File: src/rtl/seg7_scan_mux.sv
// Two-digit multiplexed 7-segment driver: per-frame input snapshot, hex decode,
// anode scanning with a blanking gap at the start of each digit slot.
module seg7_scan_mux #(
    parameter int unsigned CLK_DIV        = 50000,
    parameter int unsigned BLANK_CYC      = 16,
    parameter bit          SEG_ACTIVE_LOW = 1'b1,
    parameter bit          AN_ACTIVE_LOW  = 1'b1
) (
    input  logic       clk,
    input  logic       reset_n,
    input  logic [3:0] din_lo,
    input  logic [3:0] din_hi,
    input  logic [1:0] dp_en,
    input  logic       blank_en,
    output logic [6:0] seg,
    output logic       dp,
    output logic [1:0] an,
    output logic       upd_pulse
);

    localparam int unsigned CNT_W = (CLK_DIV > 1) ? $clog2(CLK_DIV) : 1;
    localparam logic [CNT_W-1:0] CNT_LAST  = CNT_W'(CLK_DIV - 1);
    localparam logic [CNT_W-1:0] BLANK_END = CNT_W'(BLANK_CYC);

    localparam logic [0:0] ST_BLANK = 1'b0;
    localparam logic [0:0] ST_DRIVE = 1'b1;

    localparam logic [6:0] SEG_OFF = SEG_ACTIVE_LOW ? 7'h7F : 7'h00;
    localparam logic       DP_OFF  = SEG_ACTIVE_LOW ? 1'b1 : 1'b0;
    localparam logic [1:0] AN_OFF  = AN_ACTIVE_LOW ? 2'b11 : 2'b00;

    logic [CNT_W-1:0] cnt;
    logic [CNT_W-1:0] cnt_inc;
    logic [CNT_W-1:0] cnt_nxt;
    logic             digit;
    logic             digit_nxt;
    logic [0:0]       state;
    logic [0:0]       state_nxt;
    logic [7:0]       shadow;
    logic [7:0]       shadow_nxt;
    logic [7:0]       din_cat;
    logic             slot_end;
    logic             frame_end;
    logic             drive;
    logic [3:0]       nib;
    logic [6:0]       seg_hi;
    logic             dp_hi;
    logic [1:0]       an_hi;
    logic [6:0]       seg_nxt;
    logic             dp_nxt;
    logic [1:0]       an_nxt;
    logic             upd_nxt;

    // Hex decode, active-high, bit order {g,f,e,d,c,b,a}
    function automatic logic [6:0] hex_decode(input logic [3:0] v);
        logic [6:0] s;
        s = 7'h00;
        case (v)
            4'h0: s = 7'h3F;
            4'h1: s = 7'h06;
            4'h2: s = 7'h5B;
            4'h3: s = 7'h4F;
            4'h4: s = 7'h66;
            4'h5: s = 7'h6D;
            4'h6: s = 7'h7D;
            4'h7: s = 7'h07;
            4'h8: s = 7'h7F;
            4'h9: s = 7'h6F;
            4'hA: s = 7'h77;
            4'hB: s = 7'h7C;
            4'hC: s = 7'h39;
            4'hD: s = 7'h5E;
            4'hE: s = 7'h79;
            4'hF: s = 7'h71;
            default: s = 7'h00;
        endcase
        return s;
    endfunction

    // State and datapath registers
    always_ff @(posedge clk or negedge reset_n) begin
        if (!reset_n) begin
            cnt       <= '0;
            digit     <= 1'b0;
            state     <= ST_BLANK;
            shadow    <= 8'h00;
            seg       <= SEG_OFF;
            dp        <= DP_OFF;
            an        <= AN_OFF;
            upd_pulse <= 1'b0;
        end else begin
            cnt       <= cnt_nxt;
            digit     <= digit_nxt;
            state     <= state_nxt;
            shadow    <= shadow_nxt;
            seg       <= seg_nxt;
            dp        <= dp_nxt;
            an        <= an_nxt;
            upd_pulse <= upd_nxt;
        end
    end

    // Next-state and next-pin logic; pins reflect the current cycle one clock later
    always_comb begin
        cnt_inc    = cnt + CNT_W'(1);
        cnt_nxt    = cnt_inc;
        digit_nxt  = digit;
        state_nxt  = state;
        shadow_nxt = shadow;
        din_cat    = {din_hi, din_lo};
        slot_end   = (cnt == CNT_LAST);
        frame_end  = slot_end && digit;
        upd_nxt    = 1'b0;

        if (slot_end) begin
            cnt_nxt   = '0;
            digit_nxt = ~digit;
        end

        case (state)
            ST_BLANK: if (!slot_end && (cnt_inc == BLANK_END)) state_nxt = ST_DRIVE;
            ST_DRIVE: if (slot_end) state_nxt = ST_BLANK;
            default:  state_nxt = ST_BLANK;
        endcase

        if (frame_end) begin
            shadow_nxt = din_cat;
            upd_nxt    = (din_cat != shadow);
        end

        drive  = (state == ST_DRIVE) && !blank_en;
        nib    = digit ? shadow[7:4] : shadow[3:0];
        seg_hi = drive ? hex_decode(nib) : 7'h00;
        dp_hi  = drive && dp_en[digit];
        an_hi  = drive ? (digit ? 2'b10 : 2'b01) : 2'b00;

        seg_nxt = SEG_ACTIVE_LOW ? ~seg_hi : seg_hi;
        dp_nxt  = SEG_ACTIVE_LOW ? ~dp_hi : dp_hi;
        an_nxt  = AN_ACTIVE_LOW ? ~an_hi : an_hi;
    end

endmodule

File: config.mk
export PLATFORM = sky130hd
export DESIGN_NAME = seg7_scan_mux
export DESIGN_NICKNAME = d
export VERILOG_FILES = /design/src/rtl/seg7_scan_mux.sv
export SDC_FILE = /design/constraint.sdc
export NUM_CORES = 1
export LEC_CHECK = 0
export CAP_MARGIN = 20
export CORE_MARGIN = 2
export CORE_UTILIZATION = 56
export CTS_CLUSTER_SIZE = 10
export DETAILED_ROUTE_END_ITERATION = 8
export GPL_TIMING_DRIVEN = 1
export PLACE_DENSITY = 0.75
export REMOVE_ABC_BUFFERS = 1
export SLEW_MARGIN = 0
export SYNTH_ARGS = -nofsm -noshare
export SYNTH_HDL_FRONTEND = slang
export SYNTH_SLANG_ARGS = --single-unit
File: constraint.sdc
create_clock -name clk -period 2.5 [get_ports clk]
set_input_delay 0.75 -clock clk [delete_from_list [all_inputs] [get_ports clk]]
set_output_delay 0.75 -clock clk [all_outputs]
set_load 0.02 [all_outputs]
# Word-level counts from Yosys, hierarchy flattened
# Memories as Yosys holds them, arrays and structs flattened.
# Index checks and enable logic that the tools add are counted.
# classes
addsub	1
n_mul	0
div_mod_pow	0
magnitude_cmp	1
n_eq_ne	3
shifts	0
mux	11
n_bitwise	5
reduce_logical	6
# ops
op	n
16-bit by 1-bit adder with 16-bit output, second input constant	1
16-bit == test, second input constant	1
16-bit by 5-bit == test with 1-bit output, second input constant	1
16-bit two-way mux	1
8-bit inequality test	1
7-bit two-way mux	1
7-bit NOT	1
1-bit two-way mux	5
1-bit logical AND	4
2-bit two-way mux	2
4-bit two-way mux	1
1-bit NOT	3
1-bit zero test	2
1-bit by 2-bit less-than comparator with 1-bit output, second input constant	1
2-bit NOT	1
1-bit one-hot mux with 2 select lines	1
# word_totals
reg_bits	37
latch_bits	0
ram_bits	0
mem_bits_ro	112
memories	1
# memory_table
name	words	word_bits	read_ports	rd_clocked_by_memory_dff	write_ports	line	text
(no name shown)	16	7	1	0	0	58	case (v)

# Logic depth before layout (Yosys ltp)
# logic_depth
word_depth	5
ltp_mapped	7
depth_no_buf	6

# Worst setup path after synthesis
# OpenSTA, ideal clock, no wires.
# synth_path
kind	reg-to-reg
from	reg cnt[10]
to	reg shadow[0]
setup_time_ns	0.125
arrival_ns	1.790
t_required_ns	2.375
path_slack_ns	0.585
path_stages_with_launch	5
n_path_buf	0
synth_period_minus_slack_ns	1.915
path_cell_list	dfrtp_1 > or4_4 > nor4_4 > nand2_4 > mux2_4
# synth_via
elab_chain_len	2
# synth_rtl
element	line	text
start, declared	32	logic [CNT_W-1:0] cnt;
start signal, assigned	92	cnt <= cnt_nxt;
16-bit == test	111	slot_end = (cnt == CNT_LAST);
1-bit logical AND	112	frame_end = slot_end && digit;
end signal, assigned	95	shadow <= shadow_nxt;
end, declared	39	logic [7:0] shadow;
# Every way passes these cells.
# A chain may end at the register's enable or synchronous reset.

# Final worst setup path
# layout_path
from	reg cnt[0]
to	reg state
# layout_via
elab_chain_len	5
# layout_rtl
element	line	text
16-bit by 1-bit adder with 16-bit output / 16-bit == test (equally long branches)	105, 111	
16-bit by 5-bit == test with 1-bit output / 1-bit zero test (equally long branches)	121	ST_BLANK: if (!slot_end && (cnt_inc == BLANK_END)) state_nxt = ST_DRIVE;
1-bit logical AND	121	
1-bit two-way mux	121	
1-bit one-hot mux with 2 select lines *	120	case (state)
via state_nxt	38	logic [0:0] state_nxt;
end signal, assigned	94	state <= state_nxt;
end, declared	37	logic [0:0] state;
# Mark *: on every way through the listed nets, which the timed path passes. The rest lies on a longest branch.

==> results.sh <==
export IMPL_rsz0062_at_grt="no"
export IMPL_synth_cell_type_count=48
export IMPL_avgSynthCellArea_um2=10.7
export IMPL_antenna_found_initial=0
export IMPL_yosysMostFrequentCell="dfrtp_1"
export IMPL_ys_ff_latch=37
export IMPL_nFillCells=298
export IMPL_htree_levels=2
export IMPL_initial_core_util=0.584
export IMPL_crit_reg2reg_capture="state"
export IMPL_ys_top_cells_by_count="dfrtp_1, nor2_1, xor2_1"
export IMPL_dr_total_vias=1585
export IMPL_r2r_start="cnt[0]"
export IMPL_post_synth_top_area_cell="dfrtp_1"
export IMPL_p_comb_frac=0.112
export IMPL_maxCapViolCount=0
export IMPL_synth_area_um2=2150
export IMPL_drt_iter0_markers=73
export IMPL_synth_fa_ha_area_frac=0.0465
export IMPL_ys_warn_count=0
export IMPL_synth_xor_area_frac=0.102
export IMPL_core_area_um2=3690
export IMPL_synth_top_cell_area_share=0.314
export IMPL_crit_required_ns=2.73
export IMPL_cts_buffer_depth=2
export IMPL_path_class="reg -> reg"
export IMPL_swShare=0.230
export IMPL_die_w_um=66.0
export IMPL_synth_top_family_by_area="simple AND/OR/NAND/NOR gates"
export IMPL_io_pins=24
export IMPL_fin_util=0.688
export IMPL_p_leak_nw=1.08
export IMPL_synth_flop_cell="dfrtp_1"
export IMPL_synthMuxAreaShare=0.0947
export IMPL_nNetsFinal=249
export IMPL_outcome="completed"
export IMPL_n_antenna_cell=0
export IMPL_grt_max_degree=38
export IMPL_fin_setup_tns_ns=0
export IMPL_p_sw_uw=281
export IMPL_ant_nets=0
export IMPL_holdWs_ns=0.531
export IMPL_post_place_ws_ns=0.318
export IMPL_dp_hpwl_um=3130
export IMPL_drc=0
export IMPL_relSlewSlack=0.651
export IMPL_grt_ovfl_total=0
export IMPL_synth_edf_count=0
export IMPL_fin_crit_ns=2.19
export IMPL_worst_slack_ns=0.310
export IMPL_cts_setup_buffers=0
export IMPL_seqPwrFrac=0.518
export IMPL_crit_end="state"
export IMPL_ctsHoldBuffers=0
export IMPL_gp_congestion=0.826
export IMPL_multi_input_area_um2=1140
export IMPL_grt_pass1_vias=1675
export IMPL_synth_compound_area_share=0.0825
export IMPL_path_clk_slew_ns=0.07
export IMPL_drive_gt1_frac=0.192
export IMPL_wl_per_cell_um=15.6
export IMPL_routed_wl_um=4330
export IMPL_cts_made_buffers=5
export IMPL_grt_first_pass_wirelength_um=7590
export IMPL_powerDensity_nw_per_um2=482
export IMPL_setup_violations=0
export IMPL_cts_tree="yes"
export IMPL_worst_pin_slew_ns=0.519
export IMPL_crit_path_max_fanout=7
export IMPL_synth_seq_area_share=0.436
export IMPL_synth_cells=202
export IMPL_max_clock_freq_ghz=0.457
export IMPL_r2r_slack_ns=0.31
export IMPL_crit_arrival_ns=2.42
export IMPL_area_growth_pct=17.8
export IMPL_rows=22
export IMPL_synthArstFlopShare=1.00
export IMPL_hp_class="reg -> reg"
export IMPL_cts_repair_resized=0
export IMPL_hold_path_depth=1
export IMPL_cp_end_kind="register"
export IMPL_start_kind="register"
export IMPL_peakVddDrop_mv=0.314
export IMPL_yosys_area_share_simple=0.203
export IMPL_p_int_uw=942
export IMPL_clock_sinks=37
export IMPL_die_height_um=66.0
export IMPL_die_area_um2=4360
export IMPL_reg2reg_depth=6
export IMPL_seq_area_um2=938
export IMPL_power_mw=1.22
export IMPL_fin_skew_ns=0.00605
export IMPL_hold_viol_final=0
export IMPL_portBuffers=23
export IMPL_cts_root_buf="clkbuf_8"
export IMPL_slew_violations=0
export IMPL_p_clk_frac=0.371
export IMPL_viasPerCell=5.72
export IMPL_synthTopCellsByArea="dfrtp_1, dfstp_2, xor2_1"
export IMPL_finalCritPeriodShare=0.876
export IMPL_dr_pass1_iters=4
export IMPL_worstSkewPairLatency_ns=0.29
export IMPL_grt_usage=0.229
export IMPL_critPathLaunch="cnt[0]"
## cells by family (layout without fill, tap and decap cells)
group	after synthesis	count (layout)
mux	16	16
simple gates	76	76
flops	37	37
fa+ha+maj	8	8
buf+inv	16	43
xor+xnor	25	25
compound gates	24	24
## layout make-up
| cell class | instances | area share |
|---|---|---|
| clock buffers | 7 | 0.0380 |
| clock inverters | 1 | 0.00197 |
| inverters | 6 | 0.00888 |
| multi-input cells | 149 | 0.449 |
| flip-flops and latches | 37 | 0.370 |
| well taps | 48 | 0.0237 |
| repair buffers | 29 | 0.109 |
## stage by stage
step | instance area [um^2] | cells
floorplan | 2100 | 192
CTS | 2540 | 277
detailed placement | 2430 | 269
global route | 2540 | 277
global placement | 2430 | 269
finish | 2540 | 277
## metal layers
layer	part of all wire	GRT usage
met1	0.46	0.298
met2	0.48	0.378
met3	0.046	0.0596
met4	0.012	0.0638
met5	0	0
## worst max-delay path, stage by stage (launching register included)
cell     delay (ns)
dfrtp_1        0.46
ha_1           0.29
nand4_1        0.28
nor4_1         0.55
nand4_1        0.14
a22oi_1        0.21
a32o_1         0.19
## cell usage in the layout, fill, tap and decap left out, drive strengths merged, types with 5 or more instances in the layout
| cell type | netlist | final |
|---|---|---|
| nor3 | 7 | 7 |
| mux2 | 11 | 11 |
| nand3 | 8 | 8 |
| mux2i | 5 | 5 |
| buf | 5 | 6 |
| clkbuf | 5 | 7 |
| ha | 8 | 8 |
| xor2 | 15 | 15 |
| nor4 | 6 | 6 |
| nand4 | 5 | 5 |
| o21ai | 9 | 9 |
| inv | 6 | 6 |
| nand2 | 14 | 14 |
| dfstp | 10 | 10 |
| dfrtp | 27 | 27 |
| nor2 | 16 | 16 |
| xnor2 | 10 | 10 |
| clkdlybuf4s50 | 0 | 23 |
| or3 | 7 | 7 |
## power groups by stage
stage,Combinational (mW),Sequential (mW),Clock (mW)
final,0.136,0.633,0.453
after CTS,0.138,0.633,0.467
after global routing,0.149,0.635,0.499
after floorplan,0.0529,0.658,0
after detailed placement,0.137,0.644,0
after global placement,0.132,0.643,0
## sequential cells by signal, summed over array words and instances (netlist names)
name / cells
state: 1
upd_pulse: 1
dp: 1
digit: 1
an: 2
cnt: 16
shadow: 8
seg: 7
## how the worst min path moves through the flow
stage                     slack (ns)     from      to
after floorplan                 0.45  reset_n  cnt[0]
after global placement          0.52    state   state
after detailed placement        0.52    state   state
after CTS                       0.54    state   state
after global routing            0.56    state   state
final                           0.53    state   state
Note: power is estimated with default switching activity, not from simulation.
